===== src/rtl/load_align_pkg.sv =====
// Shared encodings for the load/store path: access sizes, FSM states and the
// rule that decides whether an access spans two memory words.
package load_align_pkg;

  localparam int DATA_WIDTH_C = 32;

  // LoadSrcM[1:0] size field, also decoded by the store formatter
  localparam logic [1:0] SIZE_WORD    = 2'b00;
  localparam logic [1:0] SIZE_BYTE    = 2'b01;
  localparam logic [1:0] SIZE_HALF    = 2'b10;
  localparam logic [1:0] SIZE_ILLEGAL = 2'b11;

  typedef logic [1:0] state_t;

  localparam state_t ST_IDLE  = 2'd0;
  localparam state_t ST_RD_LO = 2'd1;
  localparam state_t ST_RD_HI = 2'd2;
  localparam state_t ST_DONE  = 2'd3;

  typedef struct packed {
    logic       is_unsigned;
    logic [1:0] size;
  } load_src_t;

  function automatic logic is_crossing(input logic [1:0] size, input logic [1:0] offset);
    return ((size == SIZE_HALF) && (offset == 2'd3)) ||
           ((size == SIZE_WORD) && (offset != 2'd0));
  endfunction

endpackage


===== src/rtl/load_align_unit_extend.sv =====
// Combinational load datapath: picks bytes out of the {hi,lo} word pair at the
// byte offset, then truncates and sign/zero-extends to the access size.
module load_extend
  import load_align_pkg::*;
(
  input  logic [31:0] lo,
  input  logic [31:0] hi,
  input  logic [1:0]  offset,
  input  logic [1:0]  size,
  input  logic        is_unsigned,
  output logic [31:0] data
);

  logic [63:0] pair;
  logic [31:0] shifted;

  assign pair = {hi, lo};

  // Each result lane reads pair byte (lane + offset); a 4:1 byte mux per lane
  for (genvar gi = 0; gi < 4; gi++) begin : g_lane
    logic [5:0] base;
    assign base = 6'(8 * gi) + {1'b0, offset, 3'b000};
    assign shifted[8*gi +: 8] = pair[base +: 8];
  end

  always_comb begin
    data = '0;
    case (size)
      SIZE_BYTE: data = is_unsigned ? {24'h0, shifted[7:0]}
                                    : {{24{shifted[7]}}, shifted[7:0]};
      SIZE_HALF: data = is_unsigned ? {16'h0, shifted[15:0]}
                                    : {{16{shifted[15]}}, shifted[15:0]};
      SIZE_WORD: data = shifted;
      default:   data = '0;
    endcase
  end

endmodule


===== src/rtl/load_align_unit.sv =====
// Load alignment unit: turns a byte-addressed load of byte/half/word into one
// or two word reads, then aligns and extends the result for writeback.
module load_align_unit
  import load_align_pkg::*;
#(
  parameter int DATA_WIDTH = DATA_WIDTH_C
) (
  input  logic                  clk,
  input  logic                  reset,
  input  logic                  LoadReqM,
  output logic                  LoadReadyM,
  input  logic [2:0]            LoadSrcM,
  input  logic [DATA_WIDTH-1:0] AddrM,
  output logic                  MemReq,
  output logic [DATA_WIDTH-1:0] MemAddr,
  input  logic                  MemAck,
  input  logic [DATA_WIDTH-1:0] MemRData,
  output logic [DATA_WIDTH-1:0] ReadPartDataW,
  output logic                  LoadValidW,
  output logic                  LoadFaultW,
  output logic                  StallM
);

  state_t                  state_reg, state_next;
  logic [DATA_WIDTH-1:0]   addr_reg, addr_next;
  load_src_t               src_reg, src_next;
  logic [DATA_WIDTH-1:0]   lo_reg, lo_next;
  logic [DATA_WIDTH-1:0]   hi_reg, hi_next;
  logic                    fault_reg, fault_next;

  logic [DATA_WIDTH-1:0]   lo_addr;
  logic [DATA_WIDTH-1:0]   hi_addr;
  logic [DATA_WIDTH-1:0]   extended;

  assign lo_addr = {addr_reg[DATA_WIDTH-1:2], 2'b00};
  // Wraps modulo 2^DATA_WIDTH for a word straddling the top of memory
  assign hi_addr = lo_addr + DATA_WIDTH'(4);

  always_ff @(posedge clk) begin
    if (!reset) begin
      state_reg <= ST_IDLE;
      addr_reg  <= '0;
      src_reg   <= '0;
      lo_reg    <= '0;
      hi_reg    <= '0;
      fault_reg <= 1'b0;
    end else begin
      state_reg <= state_next;
      addr_reg  <= addr_next;
      src_reg   <= src_next;
      lo_reg    <= lo_next;
      hi_reg    <= hi_next;
      fault_reg <= fault_next;
    end
  end

  always_comb begin
    state_next = state_reg;
    addr_next  = addr_reg;
    src_next   = src_reg;
    lo_next    = lo_reg;
    hi_next    = hi_reg;
    fault_next = fault_reg;
    case (state_reg)
      ST_IDLE: begin
        if (LoadReqM) begin
          addr_next = AddrM;
          src_next  = load_src_t'(LoadSrcM);
          hi_next   = '0;
          if (LoadSrcM[1:0] == SIZE_ILLEGAL) begin
            fault_next = 1'b1;
            state_next = ST_DONE;
          end else begin
            fault_next = 1'b0;
            state_next = ST_RD_LO;
          end
        end
      end
      ST_RD_LO: begin
        if (MemAck) begin
          lo_next    = MemRData;
          state_next = is_crossing(src_reg.size, addr_reg[1:0]) ? ST_RD_HI : ST_DONE;
        end
      end
      ST_RD_HI: begin
        if (MemAck) begin
          hi_next    = MemRData;
          state_next = ST_DONE;
        end
      end
      ST_DONE:  state_next = ST_IDLE;
      default:  state_next = ST_IDLE;
    endcase
  end

  load_extend u_extend (
    .lo          (lo_reg),
    .hi          (hi_reg),
    .offset      (addr_reg[1:0]),
    .size        (src_reg.size),
    .is_unsigned (src_reg.is_unsigned),
    .data        (extended)
  );

  always_comb begin
    MemReq  = 1'b0;
    MemAddr = '0;
    case (state_reg)
      ST_RD_LO: begin
        MemReq  = 1'b1;
        MemAddr = lo_addr;
      end
      ST_RD_HI: begin
        MemReq  = 1'b1;
        MemAddr = hi_addr;
      end
      default: begin
        MemReq  = 1'b0;
        MemAddr = '0;
      end
    endcase
  end

  // Result outputs are forced quiet outside the single DONE cycle
  assign LoadValidW    = (state_reg == ST_DONE);
  assign LoadFaultW    = LoadValidW && fault_reg;
  assign ReadPartDataW = (LoadValidW && !fault_reg) ? extended : '0;

  assign LoadReadyM = (state_reg == ST_IDLE);
  assign StallM     = !LoadReadyM;

endmodule


===== config.mk =====
export PLATFORM = sky130hd
export DESIGN_NAME = load_align_unit
export DESIGN_NICKNAME = d
export VERILOG_FILES = /design/src/rtl/load_align_pkg.sv /design/src/rtl/load_align_unit_extend.sv /design/src/rtl/load_align_unit.sv
export SDC_FILE = /design/constraint.sdc
export NUM_CORES = 1
export LEC_CHECK = 0
export ABC_AREA = 1
export BUFFER_PORTS_ARGS = -buffer_cell sky130_fd_sc_hd__buf_4
export CAP_MARGIN = 30
export CORE_ASPECT_RATIO = 1.4
export CORE_MARGIN = 3
export CORE_UTILIZATION = 35
export CTS_CLUSTER_SIZE = 40
export DETAILED_ROUTE_END_ITERATION = 7
export PLACE_DENSITY_LB_ADDON = 0.25
export SLEW_MARGIN = 0
export SYNTH_ARGS = -nofsm -noshare
export SYNTH_HDL_FRONTEND = slang
export SYNTH_SLANG_ARGS = --single-unit

===== constraint.sdc =====
create_clock -name clk -period 1.85 [get_ports clk]
set_clock_uncertainty 0.05 [all_clocks]
set_input_delay 0.0925 -clock clk [delete_from_list [all_inputs] [get_ports clk]]
set_output_delay 0.0925 -clock clk [all_outputs]
set_load 0.01 [all_outputs]

Word level (Yosys, flattened, before mapping)

Index checks and enable logic that the tools add are counted.

Register bits: 102
Output and inout port bits: 69
Word-level logic and storage cells: 57

$add $sub $neg: 4
Eq/ne operators: 10
Shift-type cells: 4
Muxes and demuxes: 16
Reductions and logical operators: 16

Operator list:

| kind                                                | count |
|---|---|
| indexed part select 64 x 7 -> 8 bit                 | 3 |
| two-way mux 32 bit                                  | 5 |
| one-hot mux 32 bit (2 select lines)                 | 2 |
| one-hot mux 32 bit (3 select lines)                 | 1 |
| indexed part select 64 x 6 -> 8 bit                 | 1 |
| adder 32 x 3 -> 32 bit, second input constant       | 1 |
| adder 5 x 5 -> 6 bit, first input constant          | 2 |
| equality test 2 bit, second input constant          | 5 |
| two-way mux 2 bit                                   | 4 |
| one-hot mux 2 bit (4 select lines)                  | 1 |
| adder 4 x 5 -> 6 bit, first input constant          | 1 |
| inequality test 2 bit, second input constant        | 3 |
| AND reduction 3 bit                                 | 2 |
| equality test 2 x 1 -> 1 bit, second input constant | 2 |
| logical AND 1 bit                                   | 4 |
| zero test 2 bit                                     | 2 |
| AND reduction 2 bit                                 | 2 |
| nonzero test 2 bit                                  | 2 |
| two-way mux 1 bit                                   | 3 |
| zero test 1 bit                                     | 2 |
| OR reduction 2 bit                                  | 1 |
| logical OR 1 bit                                    | 1 |

Longest topological paths before layout

Gate-level depths: netlist (run 1).

Depth after elaboration: 6
Mapped depth: 10

Hierarchy

Synthesis (run 1) repeated with hierarchy kept, for this count alone.

Cells, all modules: 1104
Area, all modules: 6859.1 sq um

Modules (own cells, without submodules):

| module          | times used | cells each | area an instance (sq um) | seq. area each (sq um) |
|---|---|---|---|---|
| load_align_unit | 1          | 806        | 5355.1                   | 2042.0 |
| load_extend     | 1          | 298        | 1503.9                   | 0.0 |

Worst setup path after synthesis (run 1)

No wires, ideal clock.

Path type: reg2out
Start: register state_reg[0]
End: output port ReadPartDataW[6]
Data arrival time: 1.544 ns
Required time: 1.707 ns
Path slack: 0.164 ns
Cell stages (with the launch flop): 7
Path buffers: 1
Cells stage by stage: dfxtp_1 ha_1 inv_1 nor2_4 o21ai_1 buf_2 a211oi_1

Cells in the longest elaborated chain, start to end: 3

RTL lines:

| element                | RTL line               | source |
|---|---|---|
| from (decl)            | load_align_unit.sv:24  | `state_t state_reg, state_next;` |
| from (signal assigned) | load_align_unit.sv:48  | `state_reg <= state_next;` |
| equality test 2 bit    | load_align_unit.sv:125 | `assign LoadValidW = (state_reg == ST_DONE);` |
| named net LoadValidW   | load_align_unit.sv:19  | `output logic LoadValidW,` |
| logical AND 1 bit      | load_align_unit.sv:127 | `assign ReadPartDataW = (LoadValidW && !fault_reg) ? extended : '0;` |
| two-way mux 32 bit     | load_align_unit.sv:127 |  |
| to (decl)              | load_align_unit.sv:18  | `output logic [DATA_WIDTH-1:0] ReadPartDataW,` |

The timed path passes the listed nets, and every way through them passes these cells.

Final worst setup path (run 1)

Start: register addr_reg[2]
End: output port MemAddr[15]

Cells in the longest elaborated chain, start to end: 2

RTL lines:

| element                             | RTL line               | source |
|---|---|---|
| from (decl)                         | load_align_unit.sv:25  | `logic [DATA_WIDTH-1:0] addr_reg, addr_next;` |
| from (signal assigned)              | load_align_unit.sv:49  | `addr_reg <= addr_next;` |
| adder 32 x 3 -> 32 bit              | load_align_unit.sv:37  | `assign hi_addr = lo_addr + DATA_WIDTH'(4);` |
| one-hot mux 32 bit (2 select lines) | load_align_unit.sv:108 | `case (state_reg)` |
| to (decl)                           | load_align_unit.sv:15  | `output logic [DATA_WIDTH-1:0] MemAddr,` |

No other way between the ends.

==> results of run 1 <==
-- cells in the final DEF, fill, tap and decap left out, drive strengths merged --
master,Yosys,layout
bufbuf,0,1
o211a,1,1
nor2,159,159
o21ai,133,133
nor3,5,5
nand2,259,260
dfxtp,94,94
clkbuf,29,19
a21oi,66,66
nand3,39,39
buf,32,217
a31oi,6,6
a22oi,24,24
a311oi,1,1
o211ai,15,15
ha,5,5
inv,87,89
nand4,1,1
clkinvlp,0,3
nand3b,1,1
a211oi,8,8
dlygate4sd3,0,61
conb,1,2
clkinv,1,3
or2,2,2
-- path summary, 6_finish.rpt --
kind                                to  slack, ns  cells past startpoint                      start
max                        MemAddr[15]      -0.17                      9   addr_reg[2]$_SDFFE_PN0P_
min          addr_reg[29]$_SDFFE_PN0P_       0.03                      3                  AddrM[29]
max reg2reg     hi_reg[7]$_SDFFE_PN0P_       0.20                     10  state_reg[1]$_SDFFE_PN0P_
min reg2reg     lo_reg[3]$_SDFFE_PN0P_       0.44                      2     lo_reg[3]$_SDFFE_PN0P_
-- routing by layer --
layer  wire, um  GRT usage [%]  vias to the layer above
li1           -              -                     3638
met1       8940           27.5                     3495
met2      12800           43.6                      391
met3       1740           2.83                       89
met4       1360           14.9                        0
met5          0              0                        -
-- per-stage QoR --
| stage | power (mW) | hold slack, ns | utilization (%) |
|---|---|---|---|
| 6_report | 12.5 | 0.0298 | 58.9 |
| 3_5_place_dp | 8.18 | 0.295 | 43.5 |
| 4_1_cts | 11.4 | 0.00260 | 53.6 |
| 5_1_grt | 13.3 | 0.0330 | 58.9 |
| 2_1_floorplan | 6.30 | 0.191 | - |
| 3_3_place_gp | 8.16 | 0.286 | 43.5 |
-- kinds of logic after synthesis --
group	after synthesis	share of synthesized area, %
AO/OA/AOI/OAI	254	24.0
AND/OR/NAND/NOR	466	31.9
buffers and inverters	149	11.7
adder cells (fa/ha/maj)	5	1.04
flip-flops	94	31.3
other	1	0.0625
-- report_power, final --
| group | leakage, nW | switching (mW) | internal, mW | total (mW) |
|---|---|---|---|---|
| registers | 0.785 | 0.585 | 2.59 | 3.18 |
| logic | 3.30 | 4.16 | 3.33 | 7.49 |
| clock network | 0.140 | 0.918 | 0.947 | 1.86 |
-- cell usage after synthesis, drive strengths merged --
cell type,instances,area [um2]
nand2,259,995
nor2,159,657
o21ai,133,677
dfxtp,94,1880
inv,87,327
a21oi,66,353
nand3,39,213
buf,32,221
clkbuf,29,149
a22oi,24,180
o211ai,15,113
a211oi,8,60.1
a31oi,6,37.5
ha,5,62.6
nor3,5,25.0
or2,2,12.5
a311oi,1,8.76
clkinv,1,3.75
conb,1,3.75
nand3b,1,7.51
nand4,1,6.26
o211a,1,10.0
-- worst register-to-register path: stages, from the launching register on --
cell and delay [ns]:
dfxtp_4 0.37, buf_6 0.12, ha_4 0.17, buf_4 0.14, nand2_1 0.06, nand2_1 0.07, inv_2 0.06, o21ai_2 0.06
buf_12 0.16, a22oi_1 0.20, nor2_1 0.06
-- final cells by class --
| cell class | count | share of cell area (%) |
|---|---|---|
| clock inverters | 7 | 0.657 |
| flip-flops and latches | 94 | 19.8 |
| multi-input cells | 728 | 41.9 |
| well taps | 203 | 2.56 |
| clock buffers | 9 | 2.27 |
| inverters | 88 | 3.51 |
| repair buffers | 289 | 29.3 |
-- repair_timing --
action | in CTS | in global routing
hold buffers | 61 | 0
pin swaps | 31 | 66
hold endpoints to repair | 82 | 0
gates cloned | 6 | 11
setup endpoints to repair | 61 | 60
gates resized for setup | 160 | 155
setup buffers | 24 | 17
==> impl_metrics.py, run 1 <==
metrics = {
    "grt": {
        "grt_pass1_wl_um": 36100,
        "grt_use_total_pct": 24.7,
        "antenna_found_initial": 0,
        "grt_pass1_vias": 7201,
        "grt_overflow_total": 0,
        "grt_max_degree": 49,
    },
    "layout": {
        "fin_nets": 1286,
        "nFillCells": 1502,
        "seqCellArea_mm2": 0.00196,
        "fin_area_mm2": 0.00990,
        "instances_no_fill": 1418,
        "n_antenna_cell": 0,
        "multiInputGateArea_mm2": 0.00415,
        "area_growth_pct": 65.0,
        "drive_gt1_share_pct": 36.5,
    },
    "setup_path": {
        "path_class": "flip-flop to primary output",
        "required_ns": 1.71,
        "worstPathArrival_ns": 1.88,
        "critPathSlowestCell": "dfxtp_4",
        "crit_family": "simple AND/OR/NAND/NOR gates",
        "start_kind": "flip-flop",
        "cp-end-kind": "primary output",
        "path_cells": "buf_4, inv_2, nor2_4, nand2_4, nor2_4, nor2_1, o21ai_1, nor2_1, buf_4",
        "path_buf_inv": 3,
        "critPathMaxStageDelay_ns": 0.37,
        "crit_fanout": 6,
    },
    "sta": {
        "period_share_pct": 109,
        "rsz0062_at_grt": "true",
        "setup_viol": 42,
        "worst_slew_pin_slew_ns": 0.517,
        "tns_ns": -3.82,
        "relSlewSlack_pct": 65.3,
        "finalHoldViolCount": 0,
        "period_minus_slack_ns": 2.02,
        "fin_ws_ns": -0.174,
        "max_freq_mhz": 494,
        "slew_viol_final": 0,
    },
    "outcome": {
        "violations": "negative setup slack",
        "outcome": "finished, violations left",
    },
    "logic_synthesis": {
        "synthDistinctLibCells": 36,
        "synth_area_mm2": 0.00600,
        "ys_warn_count": 0,
        "synth.avg_cell_area_um2": 6.20,
        "ys_ff_latch": 94,
        "yosysSeqAreaShare_pct": 31.3,
        "synth_cells": 969,
    },
    "die": {
        "io-pin-count": 140,
        "chipHeight_um": 161,
        "rows": 56,
        "die_x_um": 117,
        "coreArea_mm2": 0.0168,
        "die-area_mm2": 0.0188,
        "start_util_pct": 35.7,
    },
    "place": {
        "detailed_place_hpwl_um": 15900,
        "gp_congestion": 0.906,
        "port_buffers": 137,
        "dp_cells": 1285,
        "post_dp_cell_area_mm2": 0.00732,
        "preCtsSetupSlack_ns": 0.0694,
    },
    "clock_tree": {
        "clock-root-buffer": "clkbuf_16",
        "path_clk_slew_ns": 0.07,
        "clockBufferDepth": 2,
        "cts_buffers": 9,
        "htreeDepth": 3,
        "cts_tree": "done",
        "clock_sinks": 94,
        "insertion_delay_ns": 0.35,
    },
    "pwr": {
        "p_per_area_mw_per_mm2": 1260,
        "leakagePower_nw": 4.22,
        "vdd_ir_drop_max_uv": 712,
    },
    "flow_run": {
        "drv_cap": 0,
    },
    "routing": {
        "drc": 0,
        "drtAntennaViolNets": 0,
        "wl_um": 24800,
        "drtIter0Drc": 624,
        "wl_per_cell_um": 17.5,
        "first_pass_iters": 5,
        "dr_total_vias": 7613,
        "drt-vias-per-instance": 5.37,
    },
    "worst_hold_path": {
        "min_path_type": "primary input to flip-flop",
    },
}
Power figures use the tool's default switching activity.
==> inputs of run 2 (changes only) <==
REMOVE_ABC_BUFFERS = 1   (was unset)
==> run 2 against run 1 <==
  * The run still ends with negative setup slack left
  * Cell count is 0.99% lower
  * Global-route usage is 2.3 points lower
  * Sequential cell count stayed put
  * Largest cell class unchanged
  * Highest routed layer unchanged
==> impl_metrics.py, run 2 (same netlist as run 1, synthesis figures left out) <==
metrics = {
    "outcome": {
        "outcome": "finished, violations left",
        "violations": "negative setup slack",
    },
    "setup_path": {
        "path_cells": "buf_6, inv_4, nor2_4, buf_4, buf_6, buf_6, a21oi_1, a311oi_2, buf_4",
        "crit_fanout": 4,
        "path_class": "flip-flop to primary output",
        "critPathMaxStageDelay_ns": 0.37,
        "regToRegSetupSlack_ns": 0.15,
        "cp_common_cell": "buf_6",
        "start_kind": "flip-flop",
        "required_ns": 1.71,
        "critPathSlowestCell": "dfxtp_4",
        "worstPathArrival_ns": 1.86,
        "r2r_end": "lo_reg[17]$_SDFFE_PN0P_",
        "crit_path_start": "addr_reg[2]$_SDFFE_PN0P_",
        "reg2reg_depth": 7,
        "cp-end-kind": "primary output",
        "rr_startpoint": "state_reg[0]$_SDFFE_PN0P_",
    },
    "worst_hold_path": {
        "hold_start": "AddrM[24]",
        "min_path_type": "primary input to flip-flop",
        "hold_depth": 3,
        "min_delay_worst_endpoint": "addr_reg[24]$_SDFFE_PN0P_",
    },
    "routing": {
        "dr_total_vias": 7214,
        "first_pass_iters": 5,
        "drc": 0,
        "wl_per_cell_um": 15.9,
        "wl_um": 22300,
        "drtIter0Drc": 552,
        "drtAntennaViolNets": 0,
        "drt-vias-per-instance": 5.14,
    },
    "sta": {
        "finalHoldViolCount": 0,
        "max_freq_mhz": 501,
        "rsz0062_at_grt": "true",
        "fin_ws_ns": -0.148,
        "hold_slack_ns": 0.0205,
        "slew_viol_final": 0,
        "tns_ns": -3.88,
        "period_share_pct": 108,
        "setup_viol": 51,
        "relSlewSlack_pct": 63.3,
        "period_minus_slack_ns": 2.00,
        "worst_slew_pin_slew_ns": 0.549,
    },
    "pwr": {
        "vdd_ir_drop_max_uv": 613,
        "p_per_area_mw_per_mm2": 1240,
        "leakagePower_nw": 4.02,
    },
    "grt": {
        "grt_pass1_vias": 6720,
        "antenna_found_initial": 0,
        "grt_max_degree": 38,
        "grt_use_total_pct": 22.4,
        "grt_overflow_total": 0,
        "grt_pass1_wl_um": 33500,
    },
    "layout": {
        "nFillCells": 1581,
        "final_cell_mix": "nand2_1, buf_4, nor2_1, o21ai_0, inv_1",
        "final_common_cell": "nand2_1",
        "instances_no_fill": 1404,
        "drive_gt1_share_pct": 33.7,
        "area_growth_pct": 57.8,
        "fin_nets": 1273,
        "utilization_pct": 56.3,
        "n_antenna_cell": 0,
        "fin_area_mm2": 0.00947,
    },
    "clock_tree": {
        "clockBufferDepth": 2,
        "clock_sinks": 94,
        "clock-root-buffer": "clkbuf_16",
        "insertion_delay_ns": 0.36,
        "path_clk_slew_ns": 0.07,
        "cts_buffers": 9,
        "htreeDepth": 3,
        "cts_tree": "done",
    },
    "place": {
        "port_buffers": 137,
        "detailed_place_hpwl_um": 14300,
        "post_dp_cell_area_mm2": 0.00727,
        "dp_cells": 1288,
        "gp_congestion": 0.871,
    },
    "die": {
        "coreArea_mm2": 0.0168,
        "die_x_um": 117,
        "rows": 56,
        "chipHeight_um": 161,
        "start_util_pct": 35.7,
        "io-pin-count": 140,
        "die-area_mm2": 0.0188,
    },
    "flow_run": {
        "drv_cap": 0,
    },
}
run 2: changes by cell type in the layout (fill, tap and decap cells not counted), moves of 6 or more:
cell       before  now
o21ai_2        16    9
dfxtp_4        16    7
clkbuf_16      19   13
dfxtp_2        14   22
nor2_4         21   13
nand2_1       224  230
run 2: power breakdown:
part           switching (mW)  leakage (nW)  total (mW)  internal, mW
combinational            3.84          3.08        6.52          2.69
sequential              0.550         0.782        3.12          2.57
clock                   0.893         0.156        2.09          1.19
total                    5.28          4.02        11.7          6.45
run 2: worst max-delay path: cells and delay by family, from the launching register on:
kind	cells	cell delay, ns
buffers and inverters	6	0.62
AOI/OAI and AO/OA	2	0.31
DFF	1	0.37
and+or+nand+nor	1	0.19
run 2: how the worst max path moves through the flow:
| stage | endpoint | slack (ns) | cells past startpoint |
|---|---|---|---|
| after global placement | ReadPartDataW[1] | 0.08 | 7 |
| after floorplan | ReadPartDataW[16] | -0.92 | 8 |
| final | MemAddr[5] | -0.15 | 9 |
| after detailed placement | MemAddr[20] | 0.04 | 10 |
| after global routing | MemAddr[23] | -0.23 | 10 |
| after CTS | MemAddr[30] | -0.12 | 10 |
run 2: per-stage QoR:
stage / worst slack (ns) / total power, mW
after floorplan: -0.922 / 5.81
after global placement: 0.0756 / 7.87
after detailed placement: 0.0415 / 7.92
after CTS: -0.123 / 10.9
after global routing: -0.232 / 12.5
final: -0.148 / 11.7
run 2: repair_timing:
action	CTS	global route
gates resized for setup	110	162
pin swaps	27	71
buffers inserted	17	11
hold buffers	64	0
cloned	4	5
hold endpoints to repair	86	0
setup endpoints to repair	61	60
run 2: cell type report:
class,instances,area [um2],share of cell area [%]
inverters,88,347,3.66
multi-input cells,731,4070,42.9
flip-flops and latches,94,1940,20.4
repair buffers,273,2550,26.9
clock buffers,9,225,2.38
clock inverters,6,95.1,1.00
well taps,203,254,2.68
run 2: per-layer routing:
metal  up-vias  GRT usage [%]  wire length, um
met3        40           2.64             1010
met1      3346           25.3             8670
li1       3607              -                -
met4         0           7.77              517
met2       221           42.1            12100
met5         -              0                0
==> inputs of run 3 (changes only) <==
PLACE_DENSITY = 0.53   (was unset)
PLACE_DENSITY_LB_ADDON = unset   (was 0.25)
SKIP_CTS_REPAIR_TIMING = 1   (was unset)
==> run 3 against run 2 <==
  * The run ends with negative hold slack, negative setup slack left
  * Fmax increased by 0.44%
  * Sequential share of layout area up 0.88 points
  * First-iteration DRC count shrank 45%
  * Critical endpoint is now MemAddr[14]
  * Highest routed layer unchanged
==> impl_metrics.py, run 3 (same netlist as run 1, synthesis figures left out) <==
metrics = {
    "place": {
        "post_dp_cell_area_mm2": 0.00731,
        "gp_congestion": 0.920,
        "detailed_place_hpwl_um": 14700,
        "port_buffers": 137,
        "preCtsSetupSlack_ns": 0.0905,
        "dp_cells": 1289,
    },
    "outcome": {
        "violations": "negative hold slack, negative setup slack",
        "outcome": "finished, violations left",
    },
    "pwr": {
        "leakagePower_nw": 3.84,
        "total_power_mw": 11.4,
        "pwr-share-clk_pct": 17.0,
        "switchingPower_mw": 5.14,
        "p_per_area_mw_per_mm2": 1260,
        "vdd_ir_drop_max_uv": 562,
        "power_frac_seq_pct": 27.2,
        "p_sw_share_pct": 45.3,
        "comb_power_share_pct": 55.8,
        "intPower_mw": 6.21,
    },
    "clock_tree": {
        "clock-root-buffer": "clkbuf_16",
        "cts_buffers": 9,
        "htreeDepth": 3,
        "path_clk_slew_ns": 0.07,
        "insertion_delay_ns": 0.35,
        "cts_tree": "done",
        "clockBufferDepth": 2,
        "clock_sinks": 94,
    },
    "setup_path": {
        "critPathMaxStageDelay_ns": 0.36,
        "worstPathArrival_ns": 1.85,
        "path_cells": "ha_4, nand2_4, nor2_4, nand2_4, nor2_4, buf_4, o21ai_0, nand2_1, nor2_1, buf_4",
        "critPathSlowestCell": "dfxtp_2",
        "start_kind": "flip-flop",
        "cp-end-kind": "primary output",
        "path_class": "flip-flop to primary output",
        "required_ns": 1.71,
        "crit_fanout": 5,
    },
    "routing": {
        "drc": 0,
        "drtAntennaViolNets": 0,
        "wl_um": 22500,
        "wl_per_cell_um": 16.3,
        "drtIter0Drc": 304,
        "drt-vias-per-instance": 5.05,
        "dr_total_vias": 6940,
        "first_pass_iters": 5,
    },
    "sta": {
        "worst_slew_pin_slew_ns": 0.565,
        "rsz0062_at_grt": "true",
        "period_share_pct": 107,
        "hold_slack_ns": -0.0499,
        "max_freq_mhz": 503,
        "fin_ws_ns": -0.139,
        "relSlewSlack_pct": 62.3,
        "finalHoldViolCount": 21,
        "setup_viol": 46,
        "slew_viol_final": 0,
        "period_minus_slack_ns": 1.99,
    },
    "layout": {
        "utilization_pct": 53.8,
        "final_common_cell": "nand2_1",
        "n_antenna_cell": 0,
        "area_growth_pct": 50.6,
        "instances_no_fill": 1375,
        "fin_area_mm2": 0.00904,
        "fin_nets": 1244,
        "drive_gt1_share_pct": 32.7,
        "final_cell_mix": "nand2_1, buf_4, nor2_1, o21ai_0, inv_1",
    },
    "die": {
        "die-area_mm2": 0.0188,
        "coreArea_mm2": 0.0168,
        "chipHeight_um": 161,
        "die_x_um": 117,
        "start_util_pct": 35.7,
        "rows": 56,
        "io-pin-count": 140,
    },
    "grt": {
        "antenna_found_initial": 0,
        "grt_max_degree": 58,
        "grt_use_total_pct": 21.2,
        "grt_pass1_wl_um": 31600,
        "grt_pass1_vias": 6316,
        "grt_overflow_total": 0,
    },
    "worst_hold_path": {
        "min_path_type": "primary input to flip-flop",
    },
    "flow_run": {
        "drv_cap": 0,
    },
}
run 3: changes by cell type in the layout (fill, tap and decap cells not counted), sizes merged:
cell,before,now
clkbuf,13,12
clkinvlp,1,3
dlygate4sd3,64,38
buf,205,204
inv,88,85
clkinv,3,4
bufinv,2,1
run 3: routing by layer:
layer  wire (um)  global-route usage [%]  vias to the layer above
li1            -                       -                     3558
met1        9200                    25.3                     3183
met2       12000                    38.3                      177
met3         825                    3.05                       22
met4         384                    6.62                        0
met5           0                       0                        -
run 3: worst max-delay path: cells and delay by family, from the launching register on:
family / cells / cell delay, ns
AOI/OAI and AO/OA: 1 / 0.06
buffers and inverters: 2 / 0.27
DFF: 1 / 0.36
and+or+nand+nor: 6 / 0.65
adders and majority gates: 1 / 0.16
run 3: path summary, 6_finish.rpt:
kind,start,to,slack [ns],cells after the start
setup / recovery,addr_reg[3]$_SDFFE_PN0P_,MemAddr[14],-0.14,10
hold / removal,MemRData[30],lo_reg[30]$_SDFFE_PN0P_,-0.05,3
setup reg to reg,state_reg[1]$_SDFFE_PN0P_,fault_reg$_SDFFE_PN0P_,0.29,6
hold reg to reg,lo_reg[5]$_SDFFE_PN0P_,lo_reg[5]$_SDFFE_PN0P_,0.44,2
run 3: final cells by class:
type                            instances  area, um2
Inverter                               88        345
Multi-Input combinational cell        731       4040
Fill cell                            1728       7780
Clock buffer                           10        239
Timing Repair Buffer                  244       2170
Clock inverter                          5       60.1
Sequential cell                        94       1930
Tap cell                              203        254
run 3: power by group through the flow:
stage | Clock [mW] | Combinational, mW | Sequential (mW)
after CTS | 1.98 | 5.10 | 2.94
after floorplan | 0 | 2.82 | 2.98
after global placement | 0 | 5.08 | 2.98
final | 1.93 | 6.34 | 3.09
after detailed placement | 0 | 5.09 | 2.99
after global routing | 2.06 | 6.93 | 3.17
run 3: metrics by stage:
step	TNS, ns	hold slack [ns]
after floorplan	-57.61	0.178
after global placement	0	0.286
after detailed placement	0	0.295
after CTS	-11.14	-0.0763
after global routing	-8.41	-0.00205
final	-3.73	-0.0499
